File: config.mk
export PLATFORM = sky130hd
export DESIGN_NAME = regfile_wb_arbiter
export DESIGN_NICKNAME = d
export VERILOG_FILES = /design/src/rtl/regfile_pkg.sv /design/src/rtl/wb_scoreboard.sv /design/src/rtl/regfile_wb_arbiter.sv
export SDC_FILE = /design/constraint.sdc
export NUM_CORES = 1
export LEC_CHECK = 0
export BUFFER_PORTS_ARGS = -buffer_cell sky130_fd_sc_hd__buf_2
export CORE_MARGIN = 2
export CORE_UTILIZATION = 35
export DETAILED_ROUTE_END_ITERATION = 16
export GPL_TIMING_DRIVEN = 0
export PLACE_DENSITY_LB_ADDON = 0.25
export SYNTH_ARGS = -nofsm -noshare
export SYNTH_HDL_FRONTEND = slang
export SYNTH_HIERARCHICAL = 1
export SYNTH_SLANG_ARGS = --single-unit
export TNS_END_PERCENT = 5
File: constraint.sdc
create_clock -name clock -period 2.7 [get_ports clock]
set_input_delay 0.27 -clock clock [delete_from_list [all_inputs] [get_ports clock]]
set_output_delay 0.27 -clock clock [all_outputs]
set_load 0.1 [all_outputs]
File: src/rtl/regfile_pkg.sv
// Shared register-file constants and the protected-register guard, also used by
// the register file's own write port.
package regfile_pkg;

    localparam int XLEN       = 32;
    localparam int NUM_REGS   = 32;
    localparam int REG_ADDR_W = 5;

    localparam logic [REG_ADDR_W-1:0] REG_ZERO = 5'd0;
    localparam logic [REG_ADDR_W-1:0] REG_SP   = 5'd2;

    typedef struct packed {
        logic [REG_ADDR_W-1:0] rd;
        logic [XLEN-1:0]       data;
    } wb_req_t;

    // x0 and sp are never written through the writeback path.
    function automatic logic is_protected(input logic [REG_ADDR_W-1:0] rd);
        return (rd == REG_ZERO) || (rd == REG_SP);
    endfunction

endpackage

File: src/rtl/wb_scoreboard.sv
// Per-register busy scoreboard: set at issue, cleared at writeback retire, with
// sticky WAW and orphan-writeback error flags.
module wb_scoreboard
    import regfile_pkg::*;
(
    input  logic                  clock,
    input  logic                  reset_n,
    input  logic                  set_valid,
    input  logic [REG_ADDR_W-1:0] set_rd,
    input  logic                  clr_valid,
    input  logic [REG_ADDR_W-1:0] clr_rd,
    output logic [NUM_REGS-1:0]   busy_mask,
    output logic                  err_waw,
    output logic                  err_orphan
);

    logic                set_en;
    logic                clr_en;
    logic                same_rd;
    logic [NUM_REGS-1:0] busy_next;
    logic                waw_hit;
    logic                orphan_hit;

    assign set_en  = set_valid && !is_protected(set_rd);
    assign clr_en  = clr_valid && !is_protected(clr_rd);
    assign same_rd = (set_rd == clr_rd);

    // Clear first, then set: a same-cycle retire and re-issue of one register
    // leaves it busy for the new producer.
    always_comb begin
        busy_next = busy_mask;
        if (clr_en) begin
            busy_next[clr_rd] = 1'b0;
        end
        if (set_en) begin
            busy_next[set_rd] = 1'b1;
        end
    end

    assign waw_hit    = set_en && busy_mask[set_rd] && !(clr_en && same_rd);
    assign orphan_hit = clr_en && !busy_mask[clr_rd] && !(set_en && same_rd);

    always_ff @(posedge clock or negedge reset_n) begin
        if (!reset_n) begin
            busy_mask  <= '0;
            err_waw    <= 1'b0;
            err_orphan <= 1'b0;
        end else begin
            busy_mask <= busy_next;
            if (waw_hit) begin
                err_waw <= 1'b1;
            end
            if (orphan_hit) begin
                err_orphan <= 1'b1;
            end
        end
    end

endmodule

File: src/rtl/regfile_wb_arbiter.sv
// Arbitrates the ALU and load writeback paths onto the single register-file
// write port, with ALU starvation protection and a busy scoreboard.
module regfile_wb_arbiter
    import regfile_pkg::*;
#(
    parameter int STARVE_LIMIT = 3
) (
    input  logic                  clock,
    input  logic                  reset_n,
    input  logic                  alu_valid,
    input  logic [REG_ADDR_W-1:0] alu_rd,
    input  logic [XLEN-1:0]       alu_data,
    output logic                  alu_ready,
    input  logic                  mem_valid,
    input  logic [REG_ADDR_W-1:0] mem_rd,
    input  logic [XLEN-1:0]       mem_data,
    output logic                  mem_ready,
    input  logic                  issue_valid,
    input  logic [REG_ADDR_W-1:0] issue_rd,
    output logic [NUM_REGS-1:0]   busy_mask,
    output logic                  rf_write_enable,
    output logic [REG_ADDR_W-1:0] rf_addr_rd,
    output logic [XLEN-1:0]       rf_data_rd,
    output logic                  err_waw,
    output logic                  err_orphan
);

    if (STARVE_LIMIT < 1 || STARVE_LIMIT > 7) begin : g_bad_limit
        $error("STARVE_LIMIT must be in 1..7");
    end

    localparam logic [2:0] LIMIT = 3'(STARVE_LIMIT);

    logic [2:0] wait_cnt;
    logic       force_alu;
    logic       alu_xfer;
    logic       mem_xfer;
    logic       xfer;
    wb_req_t    win_req;
    logic       wr_en;

    // Handshake: a request transfers in the cycle where its valid and ready are
    // both high. Ready depends only on the two valids and wait_cnt, never on the
    // other port's ready; the requester holds valid/rd/data until accepted.
    assign force_alu = (wait_cnt == LIMIT);
    assign alu_ready = alu_valid && (!mem_valid || force_alu);
    assign mem_ready = mem_valid && !(force_alu && alu_valid);

    assign alu_xfer = alu_valid && alu_ready;
    assign mem_xfer = mem_valid && mem_ready;
    assign xfer     = alu_xfer || mem_xfer;

    always_comb begin
        win_req = '{rd: mem_rd, data: mem_data};
        if (alu_xfer) begin
            win_req = '{rd: alu_rd, data: alu_data};
        end
    end

    // Writes to x0/sp are consumed but never reach the register file.
    assign wr_en = xfer && !is_protected(win_req.rd);

    always_ff @(posedge clock or negedge reset_n) begin
        if (!reset_n) begin
            wait_cnt <= 3'd0;
        end else if (!alu_valid || alu_xfer) begin
            wait_cnt <= 3'd0;
        end else if (wait_cnt != LIMIT) begin
            wait_cnt <= wait_cnt + 3'd1;
        end
    end

    always_ff @(posedge clock or negedge reset_n) begin
        if (!reset_n) begin
            rf_write_enable <= 1'b0;
            rf_addr_rd      <= '0;
            rf_data_rd      <= '0;
        end else begin
            rf_write_enable <= wr_en;
            if (wr_en) begin
                rf_addr_rd <= win_req.rd;
                rf_data_rd <= win_req.data;
            end
        end
    end

    wb_scoreboard u_scoreboard (
        .clock      (clock),
        .reset_n    (reset_n),
        .set_valid  (issue_valid),
        .set_rd     (issue_rd),
        .clr_valid  (xfer),
        .clr_rd     (win_req.rd),
        .busy_mask  (busy_mask),
        .err_waw    (err_waw),
        .err_orphan (err_orphan)
    );

endmodule

# Word level (Yosys, flattened, before mapping)

Cells that the tools add are included.

Add/sub/neg operators: 1
$lt $le $gt $ge: 4
Eq/ne operators: 5
Mux-type cells: 13
Bitwise gates (word level): 3
Reduce and logical (&&, ||, !) cells: 31

Operators with widths:

| operator                                                                             | count |
|---|---|
| 32-bit two-way mux                                                                   | 2 |
| 37-bit two-way mux                                                                   | 1 |
| 32-bit AND                                                                           | 1 |
| 32-bit inverter                                                                      | 1 |
| 32-bit OR                                                                            | 1 |
| 1-bit logical AND                                                                    | 15 |
| 5-bit by 6-bit < comparator with 1-bit output (second input constant)                | 2 |
| 1-bit binary-select mux with 5-bit select                                            | 2 |
| 1-bit demux with 5-bit select                                                        | 2 |
| 5-bit by 2-bit equality test with 1-bit output (second input constant)               | 2 |
| 5-bit by 1-bit greater-or-equal comparator with 1-bit output (second input constant) | 2 |
| 5-bit logical NOT                                                                    | 2 |
| 1-bit logical NOT                                                                    | 8 |
| 3-bit two-way mux                                                                    | 2 |
| 5-bit equality test                                                                  | 1 |
| 1-bit logical OR                                                                     | 5 |
| 1-bit two-way mux                                                                    | 4 |
| 3-bit by 1-bit adder with 3-bit output (second input constant)                       | 1 |
| 3-bit by 2-bit equality test with 1-bit output (second input constant)               | 1 |
| 3-bit by 2-bit != test with 1-bit output (second input constant)                     | 1 |
| 2-bit nonzero test                                                                   | 1 |

Bits in registers: 75
Bits of input ports: 84
Output and inout port bits: 74
Word-level logic and storage cells: 64

# Depth between registers and ports, before layout

Gate-level depths: netlist of the first run.

Depth after elaboration: 14
Depth in mapped cells: 12
Gate-level depth less buffers: 11

# Cells and area by module

Netlist of the first run, hierarchy kept.

By module, submodules not included:

| module             | instances | cells an instance | area an instance (µm²) | seq. area each (µm²) |
|---|---|---|---|---|
| regfile_wb_arbiter | 1         | 139               | 2092.0                 | 1026.0 |
| wb_scoreboard      | 1         | 207               | 2047.0                 | 850.8 |

# Least setup slack after synthesis of the first run

No wires, ideal clock.

Kind: flip-flop to output port
From: register wait_cnt[0]
To: output mem_ready
Data arrival time: 2897 ps
Data required time: 2430 ps
Path slack: -467 ps
Cell stages (with the launch flop): 4
Buffers on the path: 0
Path through: dfrtp_1 > ha_1 > ha_1 > a21boi_0

Longest elaborated chain between the ends: 4

RTL lines:

| element                                        | line                     | source |
|---|---|---|
| start: declaration                             | regfile_wb_arbiter.sv:34 | `logic [2:0] wait_cnt;` |
| start signal: assignment                       | regfile_wb_arbiter.sv:69 | `wait_cnt <= wait_cnt + 3'd1;` |
| 3-bit by 2-bit equality test with 1-bit output | regfile_wb_arbiter.sv:45 | `assign force_alu = (wait_cnt == LIMIT);` |
| 1-bit logical AND                              | regfile_wb_arbiter.sv:47 | `assign mem_ready = mem_valid && !(force_alu && alu_valid);` |
| 1-bit logical NOT                              | regfile_wb_arbiter.sv:47 |  |
| 1-bit logical AND                              | regfile_wb_arbiter.sv:47 |  |
| end: declaration                               | regfile_wb_arbiter.sv:17 | `output logic mem_ready,` |

No other way between the ends.

==> flow_metrics.tcl, run 1 <==
set metrics [dict create \
    rsz0062_at_grt "true" \
    cts_buffers 9 \
    fp.dieH_um 113 \
    powerDensity_nw_per_um2 920 \
    fmax_ghz 0.377 \
    dp.cells 643 \
    grt_max_degree 71 \
    crit_fanout 6 \
    pwr-share-comb 0.473 \
    pin_count 158 \
    syn_inst 346 \
    synth_ff_type "dfrtp_1" \
    async_reset_ff_frac 1.00 \
    crit_path_end_kind "flip-flop" \
    min_period_over_period 0.982 \
    hold_class "in -> reg" \
    synth_edf_count 0 \
    root_buffer "clkbuf_16" \
    critPathMostFrequentCell "mux2_4" \
    min_path_cells 3 \
    crit_required_ns 2.95 \
    layout.nets 603 \
    cts_tree "built" \
    setup_viol 0 \
    p_seq_frac 0.292 \
    port_buffers 153 \
    hold_viol_final 0 \
    yosysMostFrequentCell "dfrtp_1" \
    critPathSlowestCell "dfrtp_1" \
    grt_pass1_wl_um 19400 \
    clock_skew_ns 0.00707 \
    cts.htree.levels 3 \
    cpPeakStageDelay_ns 0.38 \
    synth_area_leaders "dfrtp_1 45%, mux2_2 15%, mux2_4 6.9%" \
    hold_slack_ns 0.275 \
    globalRouteOverflowTotal 0 \
    routedWlPerCell_um 18.1 \
    maxSlewViolCount 0 \
    drt_iter0_markers 247 \
    stdcell_area_um2 5520 \
    yosys_warnings 6 \
    cts_max_path_buffers 2 \
    yosys-top-cells-count "75 x dfrtp_1, 56 x mux2_2, 51 x o21ai_0, 21 x mux2i_1, 19 x mux2_4" \
    crit_path_start_kind "flip-flop" \
    dieArea_um2 12700 \
    leakagePower_nw 2.61 \
    finalPower_w 0.00508 \
    grt_antenna_before_repair 0 \
    gp_congestion 0.876 \
    clkPwrFrac 0.235 \
    rows 39 \
    initial_core_util 0.361 \
    slew-limit-headroom 0.643 \
    drt-total-wl_um 12000 \
    crit_type "reg -> reg" \
    tightest_slew_ns 0.535 \
    clk_pin_slew_ns 0.06 \
    synth_seq_cells 75 \
    yosysTopAreaCell "dfrtp_1" \
    reg2reg_depth 11 \
    drive_gt1_frac 0.536 \
    switchingPower_w 0.00254 \
    layout.cells.non_filler 665 \
    seq_area_frac_synth 0.453 \
    vias_per_cell 5.34 \
    grt_pass1_vias 3648 \
    dpl_cell_area_um2 5110 \
    fin_crit_ns 2.65 \
    antennaDiodeCount 0 \
    switching_share 0.500 \
    avgSynthCellArea_um2 12.0 \
    status "finished clean" \
    power.internal_w 0.00254 \
    synth_top_area_frac 0.453 \
    vias 3551 \
    track_usage 0.195 \
    cts_sinks 75 \
    die_w_um 113 \
    placeableCoreArea_um2 11500 \
    first_pass_iters 5 \
    dp_hpwl_um 8930 \
    ir_drop_mv 0.673 \
    syn_to_final_growth_pct 33.5 \
    ys_types 43 \
    clkLatencyLatePin_ns 0.34 \
    cap_violations 0 \
    syn_area_um2 4140 \
    syn-num-nets 432 \
    cp_cell_sequence "ha_2 > ha_4 > nand2b_4 > nand2_4 > buf_4 > mux2_4 > mux4_2 > mux2_4 > a221oi_2 > a21oi_1 > o31ai_2" \
    drc 0 \
    fin_tns_setup_ns 0 \
    critPathArrivalTime_ns 2.90 \
    antenna_left 0 \
]
critical path: cells and delay by family, from the launching register on:
family                   cells  cell delay (ns)
AO/OA/AOI/OAI                3             0.51
adder cells (fa/ha/maj)      2             0.35
buffers and inverters        1             0.14
flip-flops                   1             0.38
multiplexers                 3             0.96
AND/OR/NAND/NOR              2             0.21
final timing paths:
path	startpoint	end	slack (ns)
setup / recovery	wait_cnt[0]$_DFFE_PN0P_	u_scoreboard/err_orphan$_DFFE_PN0P_	0.05
hold / removal	mem_valid	wait_cnt[2]$_DFFE_PN0P_	0.27
setup reg to reg	wait_cnt[0]$_DFFE_PN0P_	u_scoreboard/err_orphan$_DFFE_PN0P_	0.05
max in group asynchronous	reset_n	u_scoreboard/err_waw$_DFFE_PN0P_	1.83
hold reg to reg	wait_cnt[0]$_DFFE_PN0P_	wait_cnt[0]$_DFFE_PN0P_	0.44
min in group asynchronous	reset_n	rf_data_rd[6]$_DFFE_PN0P_	0.31
cell usage in the layout (no fill, tap or decap), drive strengths merged, types with 2 or more instances in the layout:
cell      netlist  routed
o22ai           9       9
nor2            7       7
mux2i          21      21
inv             4       4
nand3           7       7
nand3b          9       9
or2             6       6
a21oi           2       2
clkinvlp        0       3
buf            11     172
nand2           5       5
nor4            3       3
mux4            6       6
nand2b          4       4
or3b            5       5
xor2            3       3
nor2b           2       2
ha              2       2
clkinv          0       2
or3             2       2
xnor2           2       2
mux2           75      75
clkbuf         11      19
o21ai          63      63
dfrtp          75      75
power groups by stage:
stage | Combinational [W] | Clock (W) | Sequential [W]
2_1_floorplan | 0.000496 | 0 | 0.00291
3_3_place_gp | 0.00236 | 0 | 0.00149
3_5_place_dp | 0.00238 | 0 | 0.00150
4_1_cts | 0.00240 | 0.00124 | 0.00149
5_1_grt | 0.00249 | 0.00129 | 0.00152
6_report | 0.00240 | 0.00120 | 0.00149
layer usage:
metal  track usage  wire length, um  vias up
met5             0                0        -
met4        0.0927              281        0
met3        0.0466              758       25
met2         0.309             5880      141
met1         0.253             5130     1752
li1              -                -     1633
layout make-up:
| cell class | instances | area [um2] |
|---|---|---|
| fillers | 1025 | 5940 |
| well taps | 143 | 179 |
| clock buffers | 10 | 229 |
| clock inverters | 6 | 66.3 |
| repair buffers | 163 | 866 |
| inverters | 4 | 15.0 |
| multi-input cells | 245 | 2190 |
| plain buffers | 19 | 105 |
| flip-flops and latches | 75 | 1880 |
flip-flops by register name, summed over array words and instances, names as in the netlist:
| register | flops |
|---|---|
| rf_data_rd | 32 |
| u_scoreboard/busy_mask | 32 |
| rf_addr_rd | 5 |
| wait_cnt | 3 |
| rf_write_enable | 1 |
| u_scoreboard/err_orphan | 1 |
| u_scoreboard/err_waw | 1 |
per-stage QoR:
| stage | util | worst slack [ns] |
|---|---|---|
| after global placement | 0.443 | -0.354 |
| after floorplan | - | -0.364 |
| after global routing | 0.482 | -0.0504 |
| final | 0.482 | 0.0483 |
| after CTS | 0.479 | -0.0443 |
| after detailed placement | 0.446 | -0.410 |
repair_timing:
item                                   CTS  global route
buffers inserted                         6             2
setup endpoints to repair               32            24
endpoints found under the hold margin    5             0
pin swaps                                1             4
gates cloned                             0             0
hold buffers                             1             0
gates resized for setup                  9             8
logic make-up (layout without fill, tap and decap cells):
family                     after synthesis  in the layout  share of synthesized area
xor gates and xnor gates                 5              5                     0.0106
AOI/OAI and AO/OA                       83             83                      0.112
buffers and inverters                   26            202                     0.0333
and+or+nand+nor                         53             53                     0.0777
muxes                                  102            102                      0.307
adders and majority gates                2              2                    0.00604
DFF                                     75             75                      0.453
(Power assumes the default switching activity.)
==> run 2: changes to the inputs <==
--- a/config.mk
+++ b/config.mk
@@ -8,9 +8,9 @@
 export BUFFER_PORTS_ARGS = -buffer_cell sky130_fd_sc_hd__buf_2
 export CORE_MARGIN = 2
 export CORE_UTILIZATION = 35
+export CTS_CLUSTER_SIZE = 12
 export DETAILED_ROUTE_END_ITERATION = 16
 export GPL_TIMING_DRIVEN = 0
-export PLACE_DENSITY_LB_ADDON = 0.25
 export SYNTH_ARGS = -nofsm -noshare
 export SYNTH_HDL_FRONTEND = slang
 export SYNTH_HIERARCHICAL = 1
==> run 2 against run 1 <==
Cell count is 0.45% higher. Clock power is 9% lower. Sequential cell count stayed put. Core utilization is 0.21 points higher. Register-to-register slack worse by 0.03 ns. Maximum frequency is 1.3% lower.
==> flow_metrics.tcl, run 2 (synthesis gave the netlist of run 1 again) <==
set metrics [dict create \
    min_period_over_period 0.995 \
    hold_class "in -> reg" \
    met2_usage 0.318 \
    first_pass_iters 5 \
    drive_gt1_frac 0.543 \
    syn_to_final_growth_pct 34.0 \
    rows 39 \
    drc 0 \
    root_buffer "clkbuf_16" \
    gp_congestion 0.896 \
    grt_pass1_wl_um 19500 \
    powerDensity_nw_per_um2 901 \
    fin_crit_ns 2.69 \
    fmax_ghz 0.372 \
    clock_skew_ns 0.00593 \
    fp.dieH_um 113 \
    dp_hpwl_um 9270 \
    maxSlewViolCount 0 \
    drt-total-wl_um 12500 \
    cpPeakStageDelay_ns 0.47 \
    dpl_cell_area_um2 5110 \
    layout.nets 607 \
    dieArea_um2 12700 \
    crit_fanout 5 \
    tightest_slew_ns 0.572 \
    final_common_cell "buf_2" \
    grt_pass1_vias 3690 \
    met1_usage 0.256 \
    cts_tree "built" \
    crit_required_ns 2.94 \
    status "finished clean" \
    pre_cts_slack_ns -0.389 \
    crit_type "reg -> reg" \
    final.setup.worst_slack_ns 0.0134 \
    layout.cells.non_filler 668 \
    drt_iter0_markers 190 \
    path_delay_family "multiplexers" \
    critPathBufInv 0 \
    port_buffers 153 \
    antenna_left 0 \
    dp.cells 643 \
    grt_antenna_before_repair 0 \
    use_met3 0.0418 \
    fin_tns_setup_ns 0 \
    critPathMostFrequentCell "mux2_4" \
    rsz0062_at_grt "true" \
    clk_pin_slew_ns 0.05 \
    cap_violations 0 \
    gr-max-usage-layer "met2" \
    grt_max_degree 72 \
    antennaDiodeCount 0 \
    vias 3599 \
    final_cell_mix "157 x buf_2, 75 x dfrtp_1, 52 x mux2_2" \
    leakagePower_nw 2.63 \
    cp_cell_sequence "ha_2 > ha_4 > nand2b_4 > nand2_4 > mux2_4 > mux4_2 > mux2_4 > a221oi_4 > a21oi_2 > o31ai_2" \
    track_usage 0.197 \
    stdcell_area_um2 5550 \
    die_w_um 113 \
    crit_path_start_kind "flip-flop" \
    cts_max_path_buffers 2 \
    rrSetupSlack_ns 0.01 \
    setup_viol 0 \
    utilization 0.484 \
    cts.htree.levels 3 \
    critPathSlowestCell "mux4_2" \
    vias_per_cell 5.39 \
    slew-limit-headroom 0.619 \
    clkLatencyLatePin_ns 0.34 \
    placeableCoreArea_um2 11500 \
    pin_count 158 \
    routedWlPerCell_um 18.6 \
    crit_path_end_kind "flip-flop" \
    reg.largest.list "rf_data_rd (32), u_scoreboard/busy_mask (32), rf_addr_rd (5)" \
    cts_buffers 9 \
    ir_drop_mv 0.697 \
    initial_core_util 0.361 \
    cts_sinks 75 \
    hold_viol_final 0 \
    globalRouteOverflowTotal 0 \
    critPathArrivalTime_ns 2.93 \
]
==> run 2: tightest hold or removal path: stages <==
cell      delay [ns]
buf_2           0.13
nand3b_1        0.13
nor2_1          0.05
==> run 2: what timing repair did <==
action,4_1_cts,5_1_grt
buffers inserted,9,3
hold buffers,1,0
gates resized for setup,10,13
setup endpoints to repair,32,25
pin swaps,3,4
endpoints found under the hold margin,4,0
==> run 2: final timing paths <==
path	from	to	cells after the start
min	mem_valid	wait_cnt[2]$_DFFE_PN0P_	3
max in group asynchronous	reset_n	u_scoreboard/busy_mask[12]$_DFF_PN0_	3
max reg2reg	wait_cnt[0]$_DFFE_PN0P_	u_scoreboard/err_orphan$_DFFE_PN0P_	10
min in group asynchronous	reset_n	rf_data_rd[7]$_DFFE_PN0P_	2
min reg2reg	wait_cnt[0]$_DFFE_PN0P_	wait_cnt[0]$_DFFE_PN0P_	1
max	wait_cnt[0]$_DFFE_PN0P_	u_scoreboard/err_orphan$_DFFE_PN0P_	10
==> run 2: per-stage QoR <==
| step | power [W] | hold slack (ns) |
|---|---|---|
| after floorplan | 0.00340 | -0.0256 |
| after global placement | 0.00385 | 0.423 |
| after detailed placement | 0.00388 | 0.0906 |
| after CTS | 0.00502 | 0.266 |
| after global routing | 0.00520 | 0.280 |
| final | 0.00500 | 0.277 |
==> run 2: routing by layer <==
layer  vias to the layer above  part of all wire
met3                        28             0.057
met1                      1821              0.42
met5                         -                 0
met4                         0             0.026
met2                       118              0.50
li1                       1632                 -
==> run 2: area by class of cell <==
type                            instances  area (um2)
Inverter                                4        15.0
Buffer                                 19         113
Sequential cell                        75        1880
Tap cell                              143         179
Clock inverter                          5        30.0
Fill cell                            1068        5920
Multi-Input combinational cell        245        2200
Timing Repair Buffer                  167         896
Clock buffer                           10         239
==> run 2: power by group <==
| group | internal [W] | switching [W] | total [W] | leakage (nW) |
|---|---|---|---|---|
| registers | 0.00132 | 0.000163 | 0.00148 | 0.903 |
| logic | 0.000514 | 0.00191 | 0.00242 | 1.60 |
| clock network | 0.000636 | 0.000454 | 0.00109 | 0.130 |
==> run 3: changes to the inputs <==
--- a/config.mk
+++ b/config.mk
@@ -5,6 +5,7 @@
 export SDC_FILE = /design/constraint.sdc
 export NUM_CORES = 1
 export LEC_CHECK = 0
+export ABC_AREA = 1
 export BUFFER_PORTS_ARGS = -buffer_cell sky130_fd_sc_hd__buf_2
 export CORE_MARGIN = 2
 export CORE_UTILIZATION = 35
==> run 3 against run 2 <==
Hold slack lost 0.016 ns. Critical path depth increased by 9. Via count up 37%. Global-route usage grew 2.6 points. Synthesized area rose by 6.1%. Final area increased by 3.5%. Clock skew is 0.0012 ns lower. Register-to-register slack better by 0.16 ns. Clock power rose by 7%. Clock-buffer cell count increased by 1. Sequential cell count unchanged. Critical endpoint is now u_scoreboard/err_waw$_DFFE_PN0P_.
==> flow_metrics.tcl, run 3 <==
set metrics [dict create \
    status "finished clean" \
    multi_input_comb_area_um2 2210 \
    synth_seq_cells 75 \
    dp_hpwl_um 11300 \
    drc 0 \
    seq_area_frac_synth 0.427 \
    vias 4945 \
    drive_gt1_frac 0.249 \
    powerDensity_nw_per_um2 901 \
    clk_pin_slew_ns 0.06 \
    cp_cell_sequence "ha_1 > ha_1 > inv_2 > nand2_4 > nand2_2 > buf_6 > nand2_1 > nand2_2 > buf_6 > inv_1 > buf_6 > nand2_1 > nand2_1 > nor2_1 > nand3_1 > nor2_1 > nor2_1 > nand2_1 > nand2_1" \
    grt_pass1_wl_um 23200 \
    vias_per_cell 4.90 \
    cts_max_path_buffers 2 \
    grt_max_degree 53 \
    yosysTopAreaCell "dfrtp_1" \
    synth_ff_type "dfrtp_1" \
    clock_skew_ns 0.00470 \
    ys_types 21 \
    path_depth 19 \
    critPathArrivalTime_ns 2.75 \
    cts_sinks 75 \
    slew-limit-headroom 0.492 \
    globalRouteOverflowTotal 0 \
    cts_tree "built" \
    min_path_cells 3 \
    dieArea_um2 13500 \
    placeableCoreArea_um2 12100 \
    stdcell_area_um2 5740 \
    hold_viol_final 0 \
    initial_core_util 0.363 \
    routedWlPerCell_um 14.6 \
    dpl_cell_area_um2 5410 \
    grt_antenna_before_repair 0 \
    yosys-top-cells-count "362 x nand2_1, 75 x dfrtp_1, 63 x o21ai_0, 48 x nand3_1, 36 x inv_1" \
    crit_fanout 10 \
    fmax_ghz 0.395 \
    synth_edf_count 0 \
    root_buffer "clkbuf_16" \
    final_cell_mix "358 x nand2_1, 168 x buf_2, 75 x dfrtp_1" \
    first_pass_iters 5 \
    crit_path_end_kind "flip-flop" \
    gp_congestion 0.936 \
    critPathSlowestCell "dfrtp_1" \
    rrSetupSlack_ns 0.17 \
    fillers 1292 \
    ir_drop_mv 0.283 \
    clkLatencyLatePin_ns 0.33 \
    drt_iter0_markers 333 \
    track_usage 0.223 \
    yosysMostFrequentCell "nand2_1" \
    pin_count 158 \
    hold_class "in -> reg" \
    grt_pass1_vias 4649 \
    crit_path_start_kind "flip-flop" \
    pre_cts_slack_ns -0.282 \
    cpPeakStageDelay_ns 0.39 \
    seqCellArea_um2 1880 \
    leakagePower_nw 3.28 \
    fin_tns_setup_ns 0 \
    cts.htree.levels 3 \
    async_reset_ff_frac 1.00 \
    final_common_cell "nand2_1" \
    rsz0062_at_grt "true" \
    synth_area_leaders "dfrtp_1 43%, nand2_1 31%, o21ai_0 7.2%" \
    port_buffers 156 \
    critPathMostFrequentCell "nand2_1" \
    crit_type "reg -> reg" \
    yosys_warnings 6 \
    antennaDiodeCount 0 \
    cap_violations 0 \
    setup_viol 0 \
    maxSlewViolCount 0 \
    tightest_slew_ns 0.761 \
    avgSynthCellArea_um2 6.58 \
    min_period_over_period 0.938 \
    cts_buffers 9 \
    syn_area_um2 4390 \
    path_delay_family "simple AND/OR/NAND/NOR gates" \
    syn_inst 667 \
    reg.largest.list "rf_data_rd (32), u_scoreboard/busy_mask (32), rf_addr_rd (5)" \
    layout.nets 922 \
    syn_to_final_growth_pct 30.8 \
    critPathBufInv 5 \
    rows 40 \
    final.setup.worst_slack_ns 0.169 \
    syn-num-nets 753 \
    die_w_um 116 \
    fin_crit_ns 2.53 \
    antenna_left 0 \
    crit_required_ns 2.92 \
    synth_top_area_frac 0.427 \
    fp.dieH_um 116 \
    drt-total-wl_um 14800 \
    hold_slack_ns 0.261 \
    post_cts_buffers 0 \
    reg2reg_depth 19 \
]
run 3: changes by cell type after synthesis, sizes merged, moves of 5 or more:
| cell | previous run | this run |
|---|---|---|
| nand3 | 7 | 48 |
| nand3b | 9 | 0 |
| mux4 | 6 | 0 |
| nor2 | 7 | 19 |
| buf | 11 | 20 |
| mux2 | 75 | 0 |
| or2 | 6 | 0 |
| o22ai | 9 | 0 |
| mux2i | 21 | 0 |
| nor3 | 1 | 16 |
| or3b | 5 | 0 |
| inv | 4 | 38 |
| nand2 | 5 | 370 |
run 3: layer usage:
metal,up-vias,wire (um),global-route usage
met5,-,0,0
met4,0,386,0.0881
met3,25,1380,0.0471
met2,250,6900,0.376
met1,2249,6100,0.282
li1,2421,-,-
run 3: final timing paths:
check	start	end
max	wait_cnt[0]$_DFFE_PN0P_	u_scoreboard/err_waw$_DFFE_PN0P_
min	mem_valid	rf_addr_rd[0]$_DFFE_PN0P_
max reg2reg	wait_cnt[0]$_DFFE_PN0P_	u_scoreboard/err_waw$_DFFE_PN0P_
min reg2reg	u_scoreboard/err_orphan$_DFFE_PN0P_	u_scoreboard/err_orphan$_DFFE_PN0P_
max in group asynchronous	reset_n	wait_cnt[0]$_DFFE_PN0P_
min in group asynchronous	reset_n	u_scoreboard/busy_mask[31]$_DFF_PN0_
run 3: logic make-up (layout without fill, tap and decap cells):
family	Yosys count	in the layout	share of synthesized area
AO/OA/AOI/OAI	65	65	0.0741
XOR/XNOR	1	1	0.00200
adder cells (fa/ha/maj)	2	2	0.00570
buffers and inverters	70	244	0.0732
flip-flops	75	75	0.427
AND/OR/NAND/NOR	454	454	0.417
run 3: where the power goes:
group	leakage, nW	switching (W)	internal (W)
clock network	0.143	0.000456	0.000713
registers	0.921	0.000179	0.00133
logic	2.21	0.00208	0.000418
run 3: per-stage QoR:
step | power [W] | utilization | instances
detailed placement | 0.00401 | 0.447 | 992
floorplan | 0.00348 | - | 667
global route | 0.00542 | 0.474 | 1009
CTS | 0.00520 | 0.473 | 1009
finish | 0.00517 | 0.474 | 1009
global placement | 0.00398 | 0.444 | 991
run 3: area by class of cell:
type | count | share of cell area
Clock buffer | 11 | 0.0405
Tap cell | 168 | 0.0366
Timing Repair Buffer | 158 | 0.143
Buffer | 30 | 0.0316
Multi-Input combinational cell | 522 | 0.386
Sequential cell | 75 | 0.327
Inverter | 40 | 0.0266
Clock inverter | 5 | 0.00937
run 3: worst register-to-register path: stages, from the launching register on:
cell     delay [ns]
dfrtp_1        0.39
ha_1           0.21
ha_1           0.21
inv_2          0.07
nand2_4        0.08
nand2_2        0.08
buf_6          0.14
nand2_1        0.07
nand2_2        0.10
buf_6          0.16
inv_1          0.07
buf_6          0.16
nand2_1        0.07
nand2_1        0.07
nor2_1         0.09
nand3_1        0.11
nor2_1         0.12
nor2_1         0.05
nand2_1        0.12
nand2_1        0.06
run 3: what timing repair did:
action,CTS,global route
pin swaps,0,0
gates resized for setup,4,7
hold endpoints to repair,23,0
hold buffers,1,0
endpoints found under the setup margin,10,26
